## src/rtl/sprite_rom_arbiter.sv

```systemverilog
// Round-robin arbiter sharing one registered-read sprite ROM among N_REQ draw engines.
// Each grant streams BURST_LEN consecutive addresses; pixels come back tagged to the owner.
module sprite_rom_arbiter #(
   parameter int N_REQ     = 4,
   parameter int ADDR_W    = 19,
   parameter int DATA_W    = 24,
   parameter int BURST_LEN = 32
) (
   input  logic                    Clk,
   input  logic                    Reset,
   input  logic [N_REQ-1:0]        req,
   input  logic [N_REQ*ADDR_W-1:0] req_addr,
   output logic [N_REQ-1:0]        grant,
   output logic                    busy,
   output logic [ADDR_W-1:0]       rom_addr,
   input  logic [DATA_W-1:0]       rom_data,
   output logic [N_REQ-1:0]        rsp_valid,
   output logic                    rsp_last,
   output logic [DATA_W-1:0]       rsp_data
);

   localparam int PTR_W = (N_REQ > 1) ? $clog2(N_REQ) : 1;
   localparam int CNT_W = $clog2(BURST_LEN);
   localparam logic [CNT_W-1:0] LAST_CNT = CNT_W'(BURST_LEN - 1);
   localparam logic [PTR_W-1:0] LAST_PTR = PTR_W'(N_REQ - 1);

   typedef enum logic [0:0] {
      ST_IDLE  = 1'b0,
      ST_BURST = 1'b1
   } state_t;

   state_t              state_r;
   state_t              state_nxt_s;
   logic [PTR_W-1:0]    rr_ptr_r;
   logic [PTR_W-1:0]    owner_r;
   logic [CNT_W-1:0]    cnt_r;
   logic [ADDR_W-1:0]   rom_addr_r;
   logic [N_REQ-1:0]    rsp_valid_r;
   logic                rsp_last_r;
   logic [PTR_W-1:0]    win_s;
   logic [PTR_W-1:0]    idx_s;
   logic                found_s;
   logic [N_REQ-1:0]    grant_s;
   int                  idx_v;

   function automatic logic [N_REQ-1:0] onehot(input logic [PTR_W-1:0] idx);
      logic [N_REQ-1:0] r;
      r      = '0;
      r[idx] = 1'b1;
      return r;
   endfunction

   // Winner search: first active request starting at rr_ptr and wrapping modulo N_REQ.
   always_comb begin
      win_s   = '0;
      idx_s   = '0;
      idx_v   = 0;
      found_s = 1'b0;
      for (int i = 0; i < N_REQ; i++) begin
         idx_v = int'(rr_ptr_r) + i;
         idx_v = (idx_v >= N_REQ) ? (idx_v - N_REQ) : idx_v;
         idx_s = PTR_W'(idx_v);
         if (!found_s && req[idx_s]) begin
            win_s   = idx_s;
            found_s = 1'b1;
         end else begin
            found_s = found_s;
         end
      end
   end

   // Next-state logic and the combinational accept strobe.
   always_comb begin
      state_nxt_s = state_r;
      grant_s     = '0;
      case (state_r)
         ST_IDLE: begin
            if (found_s) begin
               state_nxt_s = ST_BURST;
               grant_s     = onehot(win_s);
            end else begin
               state_nxt_s = ST_IDLE;
            end
         end
         ST_BURST: begin
            if (cnt_r == LAST_CNT) begin
               state_nxt_s = ST_IDLE;
            end else begin
               state_nxt_s = ST_BURST;
            end
         end
         default: begin
            state_nxt_s = ST_IDLE;
         end
      endcase
   end

   // State register.
   always_ff @(posedge Clk or posedge Reset) begin
      if (Reset) begin
         state_r <= ST_IDLE;
      end else begin
         state_r <= state_nxt_s;
      end
   end

   // Burst address generator; the address holds on the final beat rather than stepping past the row.
   always_ff @(posedge Clk or posedge Reset) begin
      if (Reset) begin
         rr_ptr_r   <= '0;
         owner_r    <= '0;
         cnt_r      <= '0;
         rom_addr_r <= '0;
      end else begin
         case (state_r)
            ST_IDLE: begin
               if (found_s) begin
                  owner_r    <= win_s;
                  rom_addr_r <= req_addr[int'(win_s)*ADDR_W +: ADDR_W];
                  cnt_r      <= '0;
                  rr_ptr_r   <= (win_s == LAST_PTR) ? '0 : (win_s + PTR_W'(1));
               end
            end
            ST_BURST: begin
               if (cnt_r != LAST_CNT) begin
                  rom_addr_r <= rom_addr_r + ADDR_W'(1);
                  cnt_r      <= cnt_r + CNT_W'(1);
               end
            end
            default: begin
               cnt_r <= '0;
            end
         endcase
      end
   end

   // Response tag delayed one cycle to line up with the ROM's registered read data.
   always_ff @(posedge Clk or posedge Reset) begin
      if (Reset) begin
         rsp_valid_r <= '0;
         rsp_last_r  <= 1'b0;
      end else begin
         rsp_valid_r <= (state_r == ST_BURST) ? onehot(owner_r) : '0;
         rsp_last_r  <= (state_r == ST_BURST) && (cnt_r == LAST_CNT);
      end
   end

   assign grant     = grant_s;
   assign busy      = (state_r == ST_BURST);
   assign rom_addr  = rom_addr_r;
   assign rsp_valid = rsp_valid_r;
   assign rsp_last  = rsp_last_r;
   assign rsp_data  = rom_data;

endmodule

```

## config.mk

```make
export PLATFORM = sky130hd
export DESIGN_NAME = sprite_rom_arbiter
export DESIGN_NICKNAME = d
export VERILOG_FILES = /design/src/rtl/sprite_rom_arbiter.sv
export SDC_FILE = /design/constraint.sdc
export NUM_CORES = 1
export LEC_CHECK = 0
export CAP_MARGIN = 10
export CORE_ASPECT_RATIO = 2
export CORE_MARGIN = 4
export CORE_UTILIZATION = 38
export DETAILED_ROUTE_END_ITERATION = 10
export PLACE_DENSITY = 0.77
export SYNTH_ARGS = -nofsm -noshare
export SYNTH_HDL_FRONTEND = slang
export SYNTH_SLANG_ARGS = --single-unit
```

## constraint.sdc

```tcl
create_clock -name Clk -period 2.5 [get_ports Clk]
set_input_delay 0.5 -clock Clk [delete_from_list [all_inputs] [get_ports Clk]]
set_output_delay 0.5 -clock Clk [all_outputs]
set_load 0.01 [all_outputs]
```

==> results by group, run 1 <==
Run status
  – Status: completed

Synthesis
  – Netlist Area Pre-Place: 2700 µm²
  – Synth Area in Simple Gates: 0.169
  – Synth Area per Inst: 9.39 µm²
  – Mux contribution to synthesized area: 0.225
  – Synth unique cells: 49
  – Post-synthesis adder-cell area fraction: 0.0186
  – Synth Area in XOR/XNOR: 0.0260
  – Yosys warning total: 0
  – Largest area contributor in the netlist: dfrtp_1
  – Synthesized net count: 397
  – Syn Inst Count: 287
  – Sequential share of the synthesized area: 0.316
  – Largest cells by area after synthesis: dfrtp_1, mux2i_1, buf_4
  – Largest family of logic cells by synthesized area: multiplexers
  – Complex-gate fraction of the synthesized area: 0.138
  – Synth Flop Type: dfrtp_1
  – Top cell type's share of synthesized area: 0.316
  – Post-synth ARST share: 1.00
  – Post-synth EDFFs: 0
  – Register bit total from synthesis: 34

Final layout
  – Number of diodes: 0
  – Post-Layout Inst Area: 3990 µm²
  – Most common cell after layout, fill and taps aside: clkdlybuf4s50_1
  – Commonest non-fill, non-tap cells in the layout: clkdlybuf4s50_1, mux2i_1, dfrtp_1, nand2_1, buf_4
  – Share of layout cells above drive strength 1: 0.153
  – Area grow syn2layout: 48.1%
  – Final #Nets: 501
  – Post-route insts no fill: 482

Run
  – Max cap viols: 0

Floorplan
  – Starting density of the core: 0.388
  – Chip height: 127 µm
  – CORE AREA: 6940 µm²
  – Site Rows: 43
  – Die W: 67.6 µm
  – Io pins: 159
  – Die ar.: 8590 µm²

Place
  – Placed instance area: 3800 µm²
  – RD Place Congestion: 0.912
  – # port buffers: 110
  – Post-placement cell count: 471
  – Detailed Place HPWL: 5960 µm

Setup path
  – Cell Chain, Critical Path: dlygate4sd2_1, nor2b_2, a311oi_2, nor2_2, ha_1, and3_1, clkdlybuf4s15_1
  – Cell count along the critical path: 7
  – R2R cell count: 8
  – Crit path required time: 2.00 ns
  – CP Max Fanout: 4
  – Critical path buffer and inverter count: 2
  – Worst setup SP type: primary input
  – CP max stage delay: 0.28 ns
  – CP max-delay cell: dlygate4sd2_1
  – CP endpoint kind: primary output
  – Crit path kind: in2out
  – Worst Path Arrival: 1.90 ns
  – CP delay by family, top: buffers and inverters

Worst hold path
  – HP Class: reg2reg
  – Hold depth: 1

Drt
  – DR pass1 iterations: 4
  – Avg WL per Cell: 15.7 µm
  – WL final: 7580 µm
  – DR vias/cell: 5.21
  – Vias post-DR: 2512
  – DRT antenna net count: 0
  – Drt first-iter violations: 53
  – DRC Markers: 0

STA
  – Final hold vios: 0
  – RSZ-0062 raised after global routing: no
  – Final Max Tran Viols: 0
  – Fin crit share: 0.959
  – Final setup fails: 0
  – Worst-margin pin slew: 0.567 ns
  – Clk_skew: 0.00710 ns
  – Fmax: 0.417 GHz
  – Slew headroom: 0.622
  – Fin crit period: 2.40 ns

Global routing
  – Antenna violations before repair: 0
  – GRT Total Usage: 0.180
  – First-pass GRT wire length: 11800 µm
  – Largest net degree at the start of global routing: 35
  – Vias in the first global route: 2575
  – Overflow after GRT: 0

Power and ir drop
  – PwrDens: 934 nW/µm²
  – Worst-case vdd ir drop: 0.000566 V
  – Leak Pwr: 0.00181 µW

Clocking
  – H-tree levels: 2
  – CTS root buf: clkbuf_16
  – CTS hold repair buffers: 0
  – TritonCTS clock tree: done
  – Num CTS Buffers: 5
  – CTS sink cnt: 34
  – Clk_lat worst skew: 0.28 ns
  – Clock-pin slew on the worst setup and hold paths: 0.06 ns
  – CTS max path bufs: 2
path summary, 6_finish.rpt:
path	to	start	slack, ns
worst max register to register	rom_addr[9]	cnt_r[0]	0.22
min in group asynchronous	rsp_valid[1]	Reset	0.62
worst min-delay path	rsp_valid[2]	owner_r[0]	0.49
worst max-delay path	grant[3]	req[2]	0.10
worst min register to register	rsp_valid[2]	owner_r[0]	0.49
max in group asynchronous	rom_addr[12]	Reset	1.56
stage by stage:
| step | setup slack [ns] | TNS [ns] | hold slack, ns | total power [µW] | util |
|---|---|---|---|---|---|
| after floorplan | 0.293 | 0 | 0.450 | 2330 | - |
| after global placement | -0.363 | -2.47 | 0.474 | 3050 | 0.548 |
| after detailed placement | -0.412 | -3.81 | 0.486 | 3100 | 0.548 |
| after CTS | 0.0973 | 0 | 0.494 | 3750 | 0.572 |
| after global routing | 0.00905 | 0 | 0.521 | 4010 | 0.575 |
| final | 0.102 | 0 | 0.493 | 3730 | 0.575 |
worst register-to-register path: cells and delay by family (launching register included):
family	cells	cell delay, ns
DFF	1	0.41
AOI/OAI and AO/OA	1	0.26
adders and majority gates	2	0.41
buffers and inverters	1	0.13
and+or+nand+nor	4	0.97
state kept, by name, indices dropped and copies added (netlist names):
register / flops
rsp_last: 1
rr_ptr_r: 2
rsp_valid: 4
rom_addr: 19
busy: 1
owner_r: 2
cnt_r: 5
layer usage:
layer,GRT usage,share of wire,vias to the layer above
met1,0.173,0.34,1179
met3,0.0229,0.059,21
met2,0.354,0.58,88
met4,0.0754,0.023,0
met5,0,0,-
li1,-,-,1224
final cells by class:
type / instances / area (µm²)
fill: 625 / 2950
tap: 90 / 113
multi-input combinational: 210 / 1580
clock buffer: 6 / 139
timing repair buffer: 135 / 1280
sequential: 34 / 851
inverter: 5 / 18.8
clock inverter: 2 / 12.5
power by group:
part	internal (µW)	switching [µW]
combinational	1120	853
clock	394	232
sequential	815	317
cells by family after synthesis:
kind of cell | Yosys count
AO/OA/AOI/OAI | 50
multiplexers | 59
adder cells (fa/ha/maj) | 4
buffers and inverters | 43
flip-flops | 34
XOR/XNOR | 8
AND/OR/NAND/NOR | 89
synth_stat cells (2+ instances only):
cell and instances:
clkbuf_1 3, mux2i_1 46, a21oi_1 7, nor3_1 4, a22oi_1 6, buf_6 2
xnor2_1 3, buf_4 29, nor2b_1 5, dfrtp_1 34, nand3_1 9, a21o_1 4
mux2_2 10, nand2b_1 3, nor2_2 2, inv_1 4, and3_1 7, o21ai_1 11
and2_1 2, a31oi_1 5, xor2_1 5, nor2_1 18, nand2_1 28, and4_1 2
mux2_1 3, o21ai_0 3, buf_2 3, a221o_1 2, ha_1 4, a221oi_2 4
repair_timing:
action	in CTS	in global routing
endpoints found under the setup margin	4	5
pin swaps	2	3
cloned	0	0
buffers inserted	2	1
gates resized for setup	11	4
hold endpoints to repair	0	0
No activity file was read; power rests on OpenSTA's default activity.
==> run 2, diff against run 1 <==
Settings changed: SKIP_LAST_GASP set to 1, SLEW_MARGIN set to 5.
==> run 2 against run 1 <==
Against the previous run: clock skew is essentially flat; die area unchanged; register-to-register slack worse by 0.02 ns; critical path depth is the same; sequential cell count unchanged; clock-buffer cell count is the same; critical endpoint unchanged; utilization is 0.054 points lower; critical path type unchanged; total power about the same; cell count is the same; fmax grew 0.73%; first-iteration DRC count increased by 11%.
==> results by group, run 2 (synthesized netlist as in run 1, its figures left out) <==
Setup path
  – Worst Path Arrival: 1.88 ns (was 1.90 ns)
  – CP max stage delay: 0.27 ns (was 0.28 ns)
  – Cell Chain, Critical Path: dlygate4sd2_1, nor2b_2, a311oi_2, nor2_2, ha_1, and3_1, clkdlybuf4s15_1 (unchanged)
  – Crit path kind: in2out (unchanged)
  – CP endpoint kind: primary output (unchanged)
  – CP Max Fanout: 4 (unchanged)
  – Critical path buffer and inverter count: 2 (unchanged)
  – Worst setup SP type: primary input (unchanged)
  – CP delay by family, top: buffers and inverters (unchanged)
  – Crit path required time: 2.00 ns (about the same)
  – CP max-delay cell: dlygate4sd2_1 (unchanged)

Clocking
  – CTS root buf: clkbuf_16 (unchanged)
  – Clk_lat worst skew: 0.28 ns (about the same)
  – H-tree levels: 2 (unchanged)
  – CTS sink cnt: 34 (unchanged)
  – CTS hold repair buffers: 0 (unchanged)
  – CTS max path bufs: 2 (unchanged)
  – TritonCTS clock tree: done (unchanged)
  – Num CTS Buffers: 5 (unchanged)
  – Clock-pin slew on the worst setup and hold paths: 0.06 ns (about the same)

Floorplan
  – Starting density of the core: 0.388 (unchanged)
  – CORE AREA: 6940 µm² (unchanged)
  – Chip height: 127 µm (unchanged)
  – Die W: 67.6 µm (unchanged)
  – Io pins: 159 (unchanged)
  – Die ar.: 8590 µm² (unchanged)
  – Site Rows: 43 (unchanged)

Place
  – Detailed Place HPWL: 5960 µm (unchanged)
  – Placed instance area: 3800 µm² (unchanged)
  – # port buffers: 110 (unchanged)
  – RD Place Congestion: 0.912 (unchanged)

Final layout
  – Area grow syn2layout: 47.9% (was 48.1%)
  – Final #Nets: 501 (unchanged)
  – Share of layout cells above drive strength 1: 0.151 (was 0.153)
  – Number of flip-flops in the largest register: 19 (unchanged)
  – Fill count: 626 (was 625)
  – Commonest non-fill, non-tap cells in the layout: clkdlybuf4s50_1, mux2i_1, dfrtp_1, nand2_1, buf_4 (unchanged)
  – Post-Layout Inst Area: 3990 µm² (about the same)
  – Most common cell after layout, fill and taps aside: clkdlybuf4s50_1 (unchanged)
  – Number of diodes: 0 (unchanged)

STA
  – Worst-margin pin slew: 0.572 ns (was 0.567 ns)
  – Fin crit share: 0.952 (was 0.959)
  – Setup_tns: 0 ns (unchanged)
  – Final setup fails: 0 (unchanged)
  – Slew headroom: 0.618 (was 0.622)
  – Clk_skew: 0.00661 ns (was 0.00710 ns)
  – Fin crit period: 2.38 ns (was 2.40 ns)
  – RSZ-0062 raised after global routing: yes (was no)
  – Final hold vios: 0 (unchanged)
  – Fmax: 0.420 GHz (was 0.417 GHz)
  – Final Max Tran Viols: 0 (unchanged)
  – Hold WS: 0.496 ns (was 0.493 ns)

Drt
  – WL final: 7550 µm (was 7580 µm)
  – Drt first-iter violations: 59 (was 53)
  – DR vias/cell: 5.23 (was 5.21)
  – DR pass1 iterations: 4 (unchanged)
  – DRC Markers: 0 (unchanged)
  – Avg WL per Cell: 15.7 µm (about the same)
  – Vias post-DR: 2523 (was 2512)
  – DRT antenna net count: 0 (unchanged)

Global routing
  – GRT Total Usage: 0.180 (unchanged)
  – First-pass GRT wire length: 11800 µm (unchanged)
  – Antenna violations before repair: 0 (unchanged)
  – Vias in the first global route: 2575 (unchanged)
  – Largest net degree at the start of global routing: 35 (unchanged)
  – Overflow after GRT: 0 (unchanged)

Run status
  – Status: completed (unchanged)

Power and ir drop
  – PwrDens: 934 nW/µm² (about the same)
  – Leak Pwr: 0.00181 µW (about the same)
  – Worst-case vdd ir drop: 0.000566 V (about the same)

Worst hold path
  – HP Class: reg2reg (unchanged)

Run
  – Max cap viols: 0 (unchanged)
==> run 2: cell count changes in the layout (fill, tap and decap cells not counted) <==
cell,previous run,this run
a21boi_1,0,1
a21boi_2,1,0
==> run 2: worst paths after layout <==
kind	slack, ns	cells after the start	to	from
setup / recovery	0.12	7	grant[3]	req[2]
hold / removal	0.50	1	rsp_valid[2]	owner_r[0]
setup reg to reg	0.20	8	rom_addr[17]	rr_ptr_r[0]
hold reg to reg	0.50	1	rsp_valid[2]	owner_r[0]
max in group asynchronous	1.56	3	rom_addr[12]	Reset
min in group asynchronous	0.62	3	rsp_valid[1]	Reset
==> run 2: timing repair <==
action | 4_1_cts | 5_1_grt
pin swaps | 2 | 3
endpoints found under the setup margin | 4 | 5
gates resized for setup | 11 | 3
buffers inserted | 2 | 1
endpoints found under the hold margin | 0 | 0
==> run 2: final cells by class <==
cell class | instances | area [µm²] | share of cell area
Sequential cell | 34 | 851 | 0.213
Clock buffer | 6 | 139 | 0.0348
Multi-Input combinational cell | 210 | 1570 | 0.394
Timing Repair Buffer | 135 | 1280 | 0.321
Tap cell | 90 | 113 | 0.0282
Clock inverter | 2 | 12.5 | 0.00314
Inverter | 5 | 18.8 | 0.00471
==> run 2: routing by layer <==
metal,global-route usage,vias to the layer above,wire (µm)
met5,0,-,0
met3,0.0229,21,434
met1,0.173,1190,2570
met4,0.0754,0,170
li1,-,1224,-
met2,0.354,88,4380
==> run 2: power breakdown <==
group / switching [µW] / internal, µW / total (µW) / leakage, µW
logic: 854 / 1120 / 1970 / 0.00134
registers: 315 / 815 / 1130 / 0.000400
clock network: 230 / 394 / 624 / 0.0000729
==> run 2: through the flow <==
step,utilization,instances,total power [µW],setup slack (ns)
2_1_floorplan,-,287,2330,0.293
3_3_place_gp,0.548,471,3050,-0.363
3_5_place_dp,0.548,471,3100,-0.412
4_1_cts,0.572,481,3750,0.0973
5_1_grt,0.574,482,4010,-0.00174
6_report,0.574,482,3720,0.119
